File: src/rtl/div_pkg.sv
// rtl/div_pkg.sv - shared state encoding and default width for the restoring divider
package div_pkg;

    localparam int DIV_WIDTH = 8;

    typedef enum logic [1:0] {
        IDLE = 2'd0,
        CALC = 2'd1,
        DONE = 2'd2
    } div_state_e;

endpackage

File: src/rtl/sub_n_bit.sv
// rtl/sub_n_bit.sv - x - y as x + ~y + 1, carry-lookahead in 4-bit groups, carry-out = no borrow
module sub_n_bit #(
    parameter int WIDTH = 9
) (
    input  logic [WIDTH-1:0] x,
    input  logic [WIDTH-1:0] y,
    output logic [WIDTH-1:0] diff,
    output logic             cout
);

    logic [WIDTH-1:0] g;
    logic [WIDTH-1:0] p;
    logic [WIDTH:0]   c;

    assign g = x & ~y;
    assign p = x ^ ~y;

    // Each carry is a two-level sum of products from its group's carry-in;
    // only the group carry-ins chain from one group to the next.
    always_comb begin
        int   base;
        logic term;
        logic pall;
        logic acc;
        base = 0;
        term = 1'b0;
        pall = 1'b0;
        acc  = 1'b0;
        c    = '0;
        c[0] = 1'b1;
        for (int i = 0; i < WIDTH; i++) begin
            base = (i / 4) * 4;
            pall = 1'b1;
            acc  = 1'b0;
            for (int j = base; j <= i; j++) begin
                term = g[j];
                for (int m = j + 1; m <= i; m++) begin
                    term = term & p[m];
                end
                acc  = acc | term;
                pall = pall & p[j];
            end
            c[i+1] = acc | (pall & c[base]);
        end
    end

    assign diff = p ^ c[WIDTH-1:0];
    assign cout = c[WIDTH];

endmodule

File: src/rtl/div_8_bit.sv
// rtl/div_8_bit.sv - multi-cycle restoring unsigned divider, one quotient bit per clock
module div_8_bit
    import div_pkg::*;
#(
    parameter int WIDTH = DIV_WIDTH
) (
    input  logic             clk,
    input  logic             rst,
    input  logic             start,
    input  logic [WIDTH-1:0] A,
    input  logic [WIDTH-1:0] B,
    output logic             busy,
    output logic             done,
    output logic [WIDTH-1:0] Q,
    output logic [WIDTH-1:0] R,
    output logic             div_by_zero
);

    localparam int CW = (WIDTH > 1) ? $clog2(WIDTH) : 1;

    div_state_e state;
    div_state_e state_next;

    logic [WIDTH-1:0] a_reg;
    logic [WIDTH-1:0] b_reg;
    logic [WIDTH-1:0] rem;
    logic [WIDTH-1:0] q_out;
    logic [WIDTH-1:0] r_out;
    logic             dbz;
    logic [CW-1:0]    cnt;

    logic [WIDTH:0]   rem_shift;
    logic [WIDTH:0]   diff;
    logic             ge;
    logic [WIDTH-1:0] rem_next;
    logic [WIDTH-1:0] q_next;
    logic             accept;
    logic             accept_zero;
    logic             last_step;
    logic             unused_diff_msb;

    always_ff @(posedge clk or posedge rst) begin
        if (rst) begin
            state <= IDLE;
        end else begin
            state <= state_next;
        end
    end

    always_comb begin
        state_next  = state;
        busy        = 1'b0;
        done        = 1'b0;
        accept      = 1'b0;
        accept_zero = 1'b0;
        last_step   = 1'b0;
        case (state)
            IDLE: begin
                if (start) begin
                    if (B == '0) begin
                        accept_zero = 1'b1;
                        state_next  = DONE;
                    end else begin
                        accept     = 1'b1;
                        state_next = CALC;
                    end
                end
            end
            CALC: begin
                busy = 1'b1;
                if (cnt == '0) begin
                    last_step  = 1'b1;
                    state_next = DONE;
                end
            end
            DONE: begin
                done       = 1'b1;
                state_next = IDLE;
            end
            default: state_next = IDLE;
        endcase
    end

    // The dividend register shifts out its MSB each step and fills with
    // quotient bits from the bottom, so it holds the quotient at the end.
    assign rem_shift = {rem, a_reg[WIDTH-1]};

    sub_n_bit #(
        .WIDTH (WIDTH + 1)
    ) u_sub (
        .x    (rem_shift),
        .y    ({1'b0, b_reg}),
        .diff (diff),
        .cout (ge)
    );

    // A restored remainder is always below the divisor, so WIDTH bits hold it.
    assign rem_next        = ge ? diff[WIDTH-1:0] : rem_shift[WIDTH-1:0];
    assign q_next          = {a_reg[WIDTH-2:0], ge};
    assign unused_diff_msb = diff[WIDTH];

    always_ff @(posedge clk or posedge rst) begin
        if (rst) begin
            a_reg <= '0;
            b_reg <= '0;
            rem   <= '0;
            cnt   <= '0;
            q_out <= '0;
            r_out <= '0;
            dbz   <= 1'b0;
        end else if (accept) begin
            a_reg <= A;
            b_reg <= B;
            rem   <= '0;
            cnt   <= CW'(WIDTH - 1);
            dbz   <= 1'b0;
        end else if (accept_zero) begin
            q_out <= '1;
            r_out <= A;
            dbz   <= 1'b1;
        end else if (busy) begin
            a_reg <= q_next;
            rem   <= rem_next;
            cnt   <= cnt - CW'(1);
            if (last_step) begin
                q_out <= q_next;
                r_out <= rem_next;
            end
        end
    end

    assign Q           = q_out;
    assign R           = r_out;
    assign div_by_zero = dbz;

endmodule

File: config.mk
export PLATFORM = sky130hd
export DESIGN_NAME = div_8_bit
export DESIGN_NICKNAME = d
export VERILOG_FILES = /design/src/rtl/div_pkg.sv /design/src/rtl/sub_n_bit.sv /design/src/rtl/div_8_bit.sv
export SDC_FILE = /design/constraint.sdc
export NUM_CORES = 1
export LEC_CHECK = 0
export ABC_AREA = 1
export CAP_MARGIN = 25
export CORE_ASPECT_RATIO = 0.5
export CORE_MARGIN = 2
export CORE_UTILIZATION = 45
export CTS_CLUSTER_SIZE = 24
export DETAILED_ROUTE_END_ITERATION = 6
export GPL_TIMING_DRIVEN = 0
export PLACE_DENSITY = 0.78
export SYNTH_ARGS = -nofsm -noshare
export SYNTH_HDL_FRONTEND = slang
export SYNTH_SLANG_ARGS = --single-unit
File: constraint.sdc
create_clock -name clk -period 3.18 [get_ports clk]
set_input_delay 0.636 -clock clk [delete_from_list [all_inputs] [get_ports clk]]
set_output_delay 0.636 -clock clk [all_outputs]
set_load 0.05 [all_outputs]
==> Yosys cells after proc, flatten, opt, wreduce, memory -nomap -nowiden <==
Cells that the tools add are included.
Widths: inputs -> output; s select.
{ "totals": {"elab_cells": 105, "ff_bits": 46} }
{ "classes": {"bitwise": 49, "reduce_logical": 10, "n_eq_ne": 5, "muxes": 32, "add_sub_neg": 1} }
{ "ops": {"columns": ["cell", "n"], "rows": [
  ["$mux 8", 13],
  ["$and 1x1->1", 23],
  ["$or 1x1->1", 21],
  ["$mux 1", 12],
  ["$and 9x9->9", 1],
  ["$mux 3", 3],
  ["$not 8->9", 1],
  ["$xor 9x9->9", 1],
  ["$logic_not 8->1", 1],
  ["$reduce_bool 2->1", 4],
  ["$xor 8x8->8", 1],
  ["$mux 2", 3],
  ["$ne 2x2->1 const B", 3],
  ["$pmux 2 s2", 1],
  ["$reduce_and 2->1", 2],
  ["$logic_not 3->1", 1],
  ["$reduce_and 3->1", 1],
  ["$sub 3x1->3 const B", 1],
  ["$eq 2x1->1 const B", 1],
  ["$eq 2x2->1 const B", 1],
  ["$logic_not 2->1", 1],
  ["$not 1->1", 1]
]} }

==> Depth between registers and ports, before layout <==
Gate-level depths: netlist of the first run.
{ "logic_depth": {"depth_word": 17, "mapped_depth": 13} }

==> Modules after synthesis <==
From an unflattened synthesis of the first run, not the netlist that was laid out.
{ "unflattened": {"hier_cells": 335, "hier_area_um2": 2605.0} }
{ "by_module_without_submodules": {"columns": ["module", "seq_area_each_um2", "instances", "cells_per_inst", "area_each_um2"], "rows": [
  ["div_8_bit", 1151.1, 1, 274, 2203.4],
  ["sub_n_bit", 0.0, 1, 61, 401.6]
]} }

==> Worst setup path before layout of the first run <==
No wires, ideal clock.
{ "synth_path": {"kind": "reg-to-reg", "startpoint": "register rem[0]", "endpoint": "register r_out[5], in the netlist R[5]", "arrival_ns": 1.844, "synth_period_minus_slack_ns": 1.962, "stages_incl_launch_ff": 13, "slack_ns": 1.218, "required_ns": 3.062, "setup_ns": 0.118, "path_buffers": 0, "path_cell_list": "dfrtp_1 -> ha_1 -> nand3_1 -> nand4_1 -> nand2_1 -> nand2_2 -> inv_1 -> fa_1 -> xnor2_1 -> nand2_1 -> nand3_1 -> nand2_1 -> nand2_1"} }
{ "synth_via": {"elab_chain_len": 16} }
{ "synth_lines": {"columns": ["element", "line_no", "rtl"], "rows": [
  ["start: declaration", "div_8_bit.sv:26", "logic [WIDTH-1:0] rem;"],
  ["start signal: assignment", "div_8_bit.sv:123", "rem <= rem_next;"],
  ["$xor 9x9->9", "sub_n_bit.sv:16", "assign p = x ^ ~y;"],
  ["$and 1x1->1 (3 in series)", "sub_n_bit.sv:38", "term = term & p[m];"],
  ["$or 1x1->1 (3 in series)", "sub_n_bit.sv:40", "acc = acc | term;"],
  ["$or 1x1->1 *", "sub_n_bit.sv:43", "c[i+1] = acc | (pall & c[base]);"],
  ["$and 1x1->1", "sub_n_bit.sv:43", null],
  ["$or 1x1->1", "sub_n_bit.sv:43", null],
  ["$and 1x1->1", "sub_n_bit.sv:43", null],
  ["$or 1x1->1", "sub_n_bit.sv:43", null],
  ["$mux 8 *", "div_8_bit.sv:98", "assign rem_next = ge ? diff[WIDTH-1:0] : rem_shift[WIDTH-1:0];"],
  ["$mux 8 *", "div_8_bit.sv:125", "if (last_step) begin"],
  ["$mux 8 *", "div_8_bit.sv:121", "end else if (busy) begin"],
  ["$mux 8 *", "div_8_bit.sv:117", "end else if (accept_zero) begin"],
  ["end signal: assignment", "div_8_bit.sv:127", "r_out <= rem_next;"],
  ["end: declaration", "div_8_bit.sv:28", "logic [WIDTH-1:0] r_out;"]
]} }
Every way passes the cells marked *; elsewhere a longest branch is shown, timed or not. The select of a mux whose other input is x is not followed.
A chain may end at the register's enable or synchronous reset.

==> Worst setup path in the final report of the first run <==
{ "layout_path": {"startpoint": "register state[1]", "endpoint": "output busy"} }
{ "layout_via": {"elab_chain_len": 2} }
{ "layout_lines": {"columns": ["element", "line_no", "rtl"], "rows": [
  ["start: declaration", "div_8_bit.sv:21", "div_state_e state;"],
  ["start signal: assignment", "div_8_bit.sv:46", "state <= state_next;"],
  ["$eq 2x1->1", "div_8_bit.sv:57", "case (state)"],
  ["$mux 1", "div_8_bit.sv:57", null],
  ["end: declaration", "div_8_bit.sv:12", "output logic busy,"]
]} }
Every way passes these cells.

==> out/metrics.json, run 1 <==
{
  "outcome": {"value": "completed"},
  "syn-num-nets": {"value": 336},
  "setup_total_negative_slack": {"value": 0, "unit": "ps"},
  "clock_buffer_count_from_cts": {"value": 5},
  "r2r_start": {"value": "rem[0]"},
  "worst_path_max_stage_delay": {"value": 850, "unit": "ps"},
  "design.portCount": {"value": 38},
  "final.min_clock_period": {"value": 2690, "unit": "ps"},
  "synth.cell_area": {"value": 0.00249, "unit": "mm2"},
  "detailedRoute.firstPassIterationCount": {"value": 4},
  "final.fill_count": {"value": 489},
  "final_cell_count_no_fill": {"value": 424},
  "timing.final.crit_share": {"value": 84.5, "unit": "%"},
  "port-buffer-count": {"value": 37},
  "avgViaCountPerCell": {"value": 5.08},
  "slew_headroom": {"value": 66.1, "unit": "%"},
  "drt_iter0_drc": {"value": 213},
  "slowest_library_cell_on_the_worst_path": {"value": "clkdlybuf4s50_1"},
  "die_h": {"value": 56.6, "unit": "um"},
  "dr_total_vias": {"value": 2152},
  "critPathTopFamily": {"value": "buffers and inverters"},
  "route.final.wire_length": {"value": 5730, "unit": "um"},
  "num_rows": {"value": 19},
  "maxCapViolCount": {"value": 0},
  "crit_required": {"value": 2540, "unit": "ps"},
  "synth-seq-cells": {"value": 46},
  "worst_skew_pair_latency": {"value": 320, "unit": "ps"},
  "hold_path.startpoint": {"value": "R[1]"},
  "cts.sink_count": {"value": 46},
  "clockRootBuffer": {"value": "clkbuf_8"},
  "gpl.final_weighted_congestion": {"value": 0.872},
  "worstSetupPathType": {"value": "reg -> out"},
  "worstReg2RegEnd": {"value": "R[4]"},
  "ctsHtreeMaxLevel": {"value": 2},
  "synth_unique_cells": {"value": 33},
  "worstPathCellList": {"value": "nor2_4 > buf_2 > clkdlybuf4s50_1"},
  "max_frequency": {"value": 0.372, "unit": "GHz"},
  "r2r_cells": {"value": 12},
  "startpoint_type_of_the_worst_setup_path": {"value": "flip-flop"},
  "globalRouteOverflowTotal": {"value": 0},
  "reg2reg_slack": {"value": 930, "unit": "ps"},
  "holdBufCountCts": {"value": 0},
  "min_to": {"value": "R[1]"},
  "clk_pin_slew": {"value": 90, "unit": "ps"},
  "post-route-drc-count": {"value": 0},
  "post_cts.resized_instances": {"value": 0},
  "antenna_found_initial": {"value": 0},
  "critPathArrivalTime": {"value": 2050, "unit": "ps"},
  "drtAntennaViolNets": {"value": 0},
  "die_width": {"value": 109, "unit": "um"},
  "clock-skew-final": {"value": 12.4, "unit": "ps"},
  "grt_first_pass_wirelength": {"value": 9400, "unit": "um"},
  "synthesis.area_per_instance": {"value": 8.18, "unit": "um2"},
  "nNetsFinal": {"value": 381},
  "mostFrequentLayoutCells": {"value": "nand2_1, dfrtp_1, inv_1, clkdlybuf4s50_1, nor2_1"},
  "most_common_cell_after_layout_fill_and_taps_aside": {"value": "nand2_1"},
  "core": {"value": 0.00542, "unit": "mm2"},
  "pin_count_of_the_biggest_net_entering_global_routing": {"value": 38},
  "yosys_warnings": {"value": 0},
  "worst_slew_pin_tran": {"value": 507, "unit": "ps"},
  "antenna-diode-count": {"value": 0},
  "worstPathBufferInverterCount": {"value": 2},
  "worst_hold_stages": {"value": 2},
  "hp-class": {"value": "reg -> reg"},
  "rsz_0062_raised_after_global_routing": {"value": "false"},
  "crit_fanout": {"value": 10},
  "grtUsageTotal": {"value": 20.0, "unit": "%"},
  "drt-wirelength-per-cell": {"value": 13.5, "unit": "um"},
  "sequential_cell_area": {"value": 0.00115, "unit": "mm2"},
  "initial_utilization": {"value": 46.0, "unit": "%"},
  "syn_to_final_growth": {"value": 23.1, "unit": "%"},
  "detailed_place_hpwl": {"value": 4380, "unit": "um"},
  "grt_pass1_vias": {"value": 1979},
  "timing_hold_violations_final": {"value": 0},
  "syn-instance-count": {"value": 305},
  "placed_cells": {"value": 416},
  "multi_input_comb_area": {"value": 0.00112, "unit": "mm2"},
  "setup_viol_count_final": {"value": 0},
  "ctsLongestPathBuffers": {"value": 2},
  "die_area": {"value": 0.00619, "unit": "mm2"},
  "drive_above_1_share": {"value": 9.97, "unit": "%"},
  "cts_tree": {"value": "done"},
  "maxSlewViolCount": {"value": 0},
  "cts.repair_timing.setup_buffer_count": {"value": 0},
  "worst_setup_path_end_kind": {"value": "primary output"},
  "yosysSeqAreaShare": {"value": 46.2, "unit": "%"}
}
## synth_stat cells
cell type  number  area (um2)
fa_1            1        20.0
o221ai_1        7        61.3
nand2_4         1        11.3
o21ai_4         1        16.3
o22ai_1         1        6.26
nor2_1         25        93.8
nor4_1          2        12.5
xnor2_1         3        26.3
a22oi_1         2        15.0
buf_6           3        33.8
a211oi_1        1        7.51
inv_4           1        6.26
nand2_2         1        6.26
inv_2           5        18.8
nand4_1         8        50.1
o21ai_0        12        60.1
a21oi_1        11        55.1
or2_2           1        6.26
nand3_1        15        75.1
dfrtp_1        46        1150
a31oi_1         1        6.26
ha_1           11         138
nand3_2         1        10.0
nor2_2          4        25.0
buf_2           3        15.0
nor3_1          1        5.00
clkinv_1        1        3.75
o21ai_1         2        10.0
nor2_4          2        22.5
nand3_4         1        17.5
nand2_1        92         345
inv_1          38         143
nor2_8          1        20.0
## worst max-delay path by stage
stage | cells after the start | startpoint | endpoint
6_report | 3 | state[1] | busy
4_1_cts | 3 | state[1] | busy
5_1_grt | 4 | state[0] | busy
2_1_floorplan | 12 | rem[0] | R[5]
3_3_place_gp | 2 | rst | b_reg[0]
3_5_place_dp | 7 | B[4] | a_reg[7]
## routing by layer
layer	up-vias	wire length [um]	track usage, %
li1	1064	-	-
met1	1011	2660	27.6
met2	70	2680	32.6
met3	7	336	3.83
met4	0	61	5.06
met5	-	0	0
## worst min-delay path: cells and delay by family, from the launching register on
family | cells | cell delay [ps]
DFF | 1 | 350
and+or+nand+nor | 2 | 120
## final cells by class
cell class                      instances  area share [%]
Buffer                                  6            1.59
Sequential cell                        46            37.5
Clock buffer                            5            2.24
Inverter                               45            5.58
Multi-Input combinational cell        208            36.6
Tap cell                               73            2.98
Clock inverter                          3           0.815
Timing Repair Buffer                   38            12.7
## through the flow
| stage | hold slack [ps] | instance area, um2 | util [%] | setup WS (ps) |
|---|---|---|---|---|
| CTS | 490 | 3070 | 56.6 | 499 |
| finish | 489 | 3070 | 56.6 | 491 |
| global route | 516 | 3070 | 56.6 | 407 |
| detailed placement | 470 | 2980 | 54.9 | 661 |
| global placement | 467 | 2960 | 54.5 | 610 |
| floorplan | 457 | 2490 | - | 1220 |
## logic make-up after synthesis
| family | share of synthesized area (%) |
|---|---|
| adder cells (fa/ha/maj) | 6.32 |
| XOR/XNOR | 1.05 |
| AND/OR/NAND/NOR | 28.1 |
| buffers and inverters | 8.83 |
| flip-flops | 46.2 |
| AO/OA/AOI/OAI | 9.53 |
Power of run 1 is not shown: default switching activity piles up to over one toggle a cycle in this logic, so the estimate is an artifact.
==> run 2: changes to the inputs <==
clock period = 2.75 ns   (was 3.18 ns; I/O delays follow)
==> results of run 2 <==
Same layout as run 1 (identical final DEF). Status: completed.
Among the figures that moved: setup slack after placement 661 ps -> 317 ps; clock-pin slew on the worst setup and hold paths 90 ps -> 100 ps; setup slack after layout 491 ps -> 147 ps; hold slack 489 ps -> 444 ps; register-to-register setup slack 930 ps -> 500 ps
Power of run 2 is left out for the same reason.
==> run 3: changes to the inputs <==
==> constraint.sdc (replaced) <==
create_clock -name clk -period 2.75 [get_ports clk]
set_input_delay 0.825 -clock clk [delete_from_list [all_inputs] [get_ports clk]]
set_output_delay 0.825 -clock clk [all_outputs]
set_load 0.05 [all_outputs]
==> run 3 against run 2 <==
Against the previous run:
- worst setup slack improved by 8.0 ps
- critical path type unchanged
- largest cell class unchanged
- final cell count unchanged
- non-clock buffer count unchanged
- critical endpoint unchanged
- global-route usage unchanged
- sequential share of layout area about the same
- first-iteration DRC count unchanged
- maximum frequency increased by 0.31%
- sequential cell count unchanged
- hold slack improved by 45 ps
==> out/metrics.json, run 3 (synthesis results as in run 1) <==
{
  "post-route-drc-count": {"value": 0, "change": "unchanged"},
  "placed_cells": {"value": 416, "change": "unchanged"},
  "rsz_0062_raised_after_global_routing": {"value": "false"},
  "core": {"value": 0.00542, "unit": "mm2", "change": "unchanged"},
  "die_area": {"value": 0.00619, "unit": "mm2", "change": "unchanged"},
  "port-buffer-count": {"value": 37, "change": "unchanged"},
  "wl_met3": {"value": 337, "unit": "um", "change": "+0.30%"},
  "outcome": {"value": "completed"},
  "crit_required": {"value": 1930, "unit": "ps"},
  "cts.sink_count": {"value": 46, "change": "unchanged"},
  "hp-class": {"value": "reg -> reg"},
  "worst_setup_path_end_kind": {"value": "primary output"},
  "antenna_found_initial": {"value": 0, "change": "unchanged"},
  "design.portCount": {"value": 38, "change": "unchanged"},
  "timing.final.crit_share": {"value": 94.3, "unit": "%"},
  "initial_utilization": {"value": 46.0, "unit": "%", "change": "unchanged"},
  "drive_above_1_share": {"value": 9.97, "unit": "%", "change": "unchanged"},
  "worst_path_max_stage_delay": {"value": 560, "unit": "ps", "change": "-290 ps"},
  "worst_slew_pin_tran": {"value": 507, "unit": "ps", "change": "-0.000894 ps"},
  "drt_iter0_drc": {"value": 213, "change": "unchanged"},
  "worstPathBufferInverterCount": {"value": 2, "change": "unchanged"},
  "max_frequency": {"value": 0.385, "unit": "GHz"},
  "slew_headroom": {"value": 66.1, "unit": "%", "change": "unchanged"},
  "die_width": {"value": 109, "unit": "um", "change": "unchanged"},
  "num_rows": {"value": 19, "change": "unchanged"},
  "setup_total_negative_slack": {"value": 0, "unit": "ps", "change": "unchanged"},
  "detailedRoute.firstPassIterationCount": {"value": 4, "change": "unchanged"},
  "holdBufCountCts": {"value": 0, "change": "unchanged"},
  "drtAntennaViolNets": {"value": 0, "change": "unchanged"},
  "gpl.final_weighted_congestion": {"value": 0.872, "change": "unchanged"},
  "maxSlewViolCount": {"value": 0, "change": "unchanged"},
  "timing_hold_violations_final": {"value": 0, "change": "unchanged"},
  "grt_first_pass_wirelength": {"value": 9400, "unit": "um", "change": "unchanged"},
  "final_cell_count_no_fill": {"value": 424, "change": "unchanged"},
  "ctsHtreeMaxLevel": {"value": 2, "change": "unchanged"},
  "cts_tree": {"value": "done"},
  "maxCapViolCount": {"value": 0, "change": "unchanged"},
  "wl_met1": {"value": 2670, "unit": "um", "change": "+0.34%"},
  "postPlaceCellArea": {"value": 0.00298, "unit": "mm2", "change": "unchanged"},
  "dr_total_vias": {"value": 2153, "change": "+0.046%"},
  "final.setup.worst_slack": {"value": 155, "unit": "ps"},
  "worst_skew_pair_latency": {"value": 320, "unit": "ps", "change": "about the same"},
  "final.min_clock_period": {"value": 2590, "unit": "ps"},
  "topmost_layer_with_routed_signal_wires": {"value": "met4"},
  "avgViaCountPerCell": {"value": 5.08, "change": "about the same"},
  "crit_fanout": {"value": 10, "change": "unchanged"},
  "wl_met2": {"value": 2670, "unit": "um", "change": "-0.37%"},
  "grt_pass1_vias": {"value": 1979, "change": "unchanged"},
  "clockRootBuffer": {"value": "clkbuf_8"},
  "worstSetupPathType": {"value": "reg -> out"},
  "startpoint_type_of_the_worst_setup_path": {"value": "flip-flop"},
  "antenna-diode-count": {"value": 0, "change": "unchanged"},
  "globalRouteOverflowTotal": {"value": 0, "change": "unchanged"},
  "ctsLongestPathBuffers": {"value": 2, "change": "unchanged"},
  "setup_viol_count_final": {"value": 0, "change": "unchanged"},
  "final_design_area_no_fill": {"value": 0.00307, "unit": "mm2", "change": "about the same"},
  "clk_pin_slew": {"value": 90, "unit": "ps"},
  "worstPathCellList": {"value": "nor2_4 > buf_2 > dlygate4sd2_1"},
  "clock_buffer_count_from_cts": {"value": 5, "change": "unchanged"},
  "drt-wirelength-per-cell": {"value": 13.5, "unit": "um", "change": "about the same"},
  "die_h": {"value": 56.6, "unit": "um", "change": "unchanged"},
  "critPathArrivalTime": {"value": 1770, "unit": "ps", "change": "-280 ps"},
  "detailed_place_hpwl": {"value": 4380, "unit": "um", "change": "unchanged"},
  "mostFrequentLayoutCells": {"value": "nand2_1, dfrtp_1, inv_1"},
  "nNetsFinal": {"value": 381, "change": "unchanged"},
  "grtUsageTotal": {"value": 20.0, "unit": "%", "change": "unchanged"},
  "syn_to_final_growth": {"value": 23.0, "unit": "%", "change": "about the same"},
  "route.final.wire_length": {"value": 5730, "unit": "um", "change": "about the same"},
  "pin_count_of_the_biggest_net_entering_global_routing": {"value": 38, "change": "unchanged"},
  "slowest_library_cell_on_the_worst_path": {"value": "dlygate4sd2_1"},
  "worst_setup_slack_post_dpl": {"value": 42.3, "unit": "ps"},
  "most_common_cell_after_layout_fill_and_taps_aside": {"value": "nand2_1"},
  "critPathTopFamily": {"value": "buffers and inverters"},
  "clock-skew-final": {"value": 12.4, "unit": "ps", "change": "+0.00140 ps"}
}
[run 3: worst paths after layout]
kind | to | from | depth (start not counted) | slack, ps
max | busy | state[1] | 3 | 160
min | R[1] | R[1] | 2 | 490
max reg2reg | R[4] | rem[0] | 12 | 500
min reg2reg | R[1] | R[1] | 2 | 490
max in group asynchronous | b_reg[3] | rst | 3 | 1560
min in group asynchronous | Q[4] | rst | 2 | 720
[run 3: repair_timing]
action / CTS / global route
endpoints found under the setup margin: 1 / 0
buffers inserted: 0 / 0
resized for setup: 1 / 0
[run 3: per-layer routing]
metal  vias to the layer above  GRT usage [%]
li1                       1064              -
met1                      1012           27.6
met2                        68           32.6
met3                         9           3.83
met4                         0           5.06
met5                         -              0
[run 3: metrics by stage]
step	hold WS (ps)	utilization [%]
after floorplan	457	-
after detailed placement	470	54.9
after CTS	490	56.6
final	489	56.6
after global placement	467	54.5
after global routing	516	56.6
[run 3: area by class of cell]
cell class                      count  area [um2]
Clock inverter                      3        25.0
Fill cell                         490        2350
Buffer                              6        48.8
Multi-Input combinational cell    208        1120
Clock buffer                        5        68.8
Timing Repair Buffer               38         389
Tap cell                           73        91.3
Sequential cell                    46        1150
Inverter                           45         171
[run 3: tightest hold or removal path, stage by stage (launching register included)]
cell	delay, ps
dfrtp_1	350
nand2_1	60
nand2_1	60
Power of run 3 is left out for the same reason.
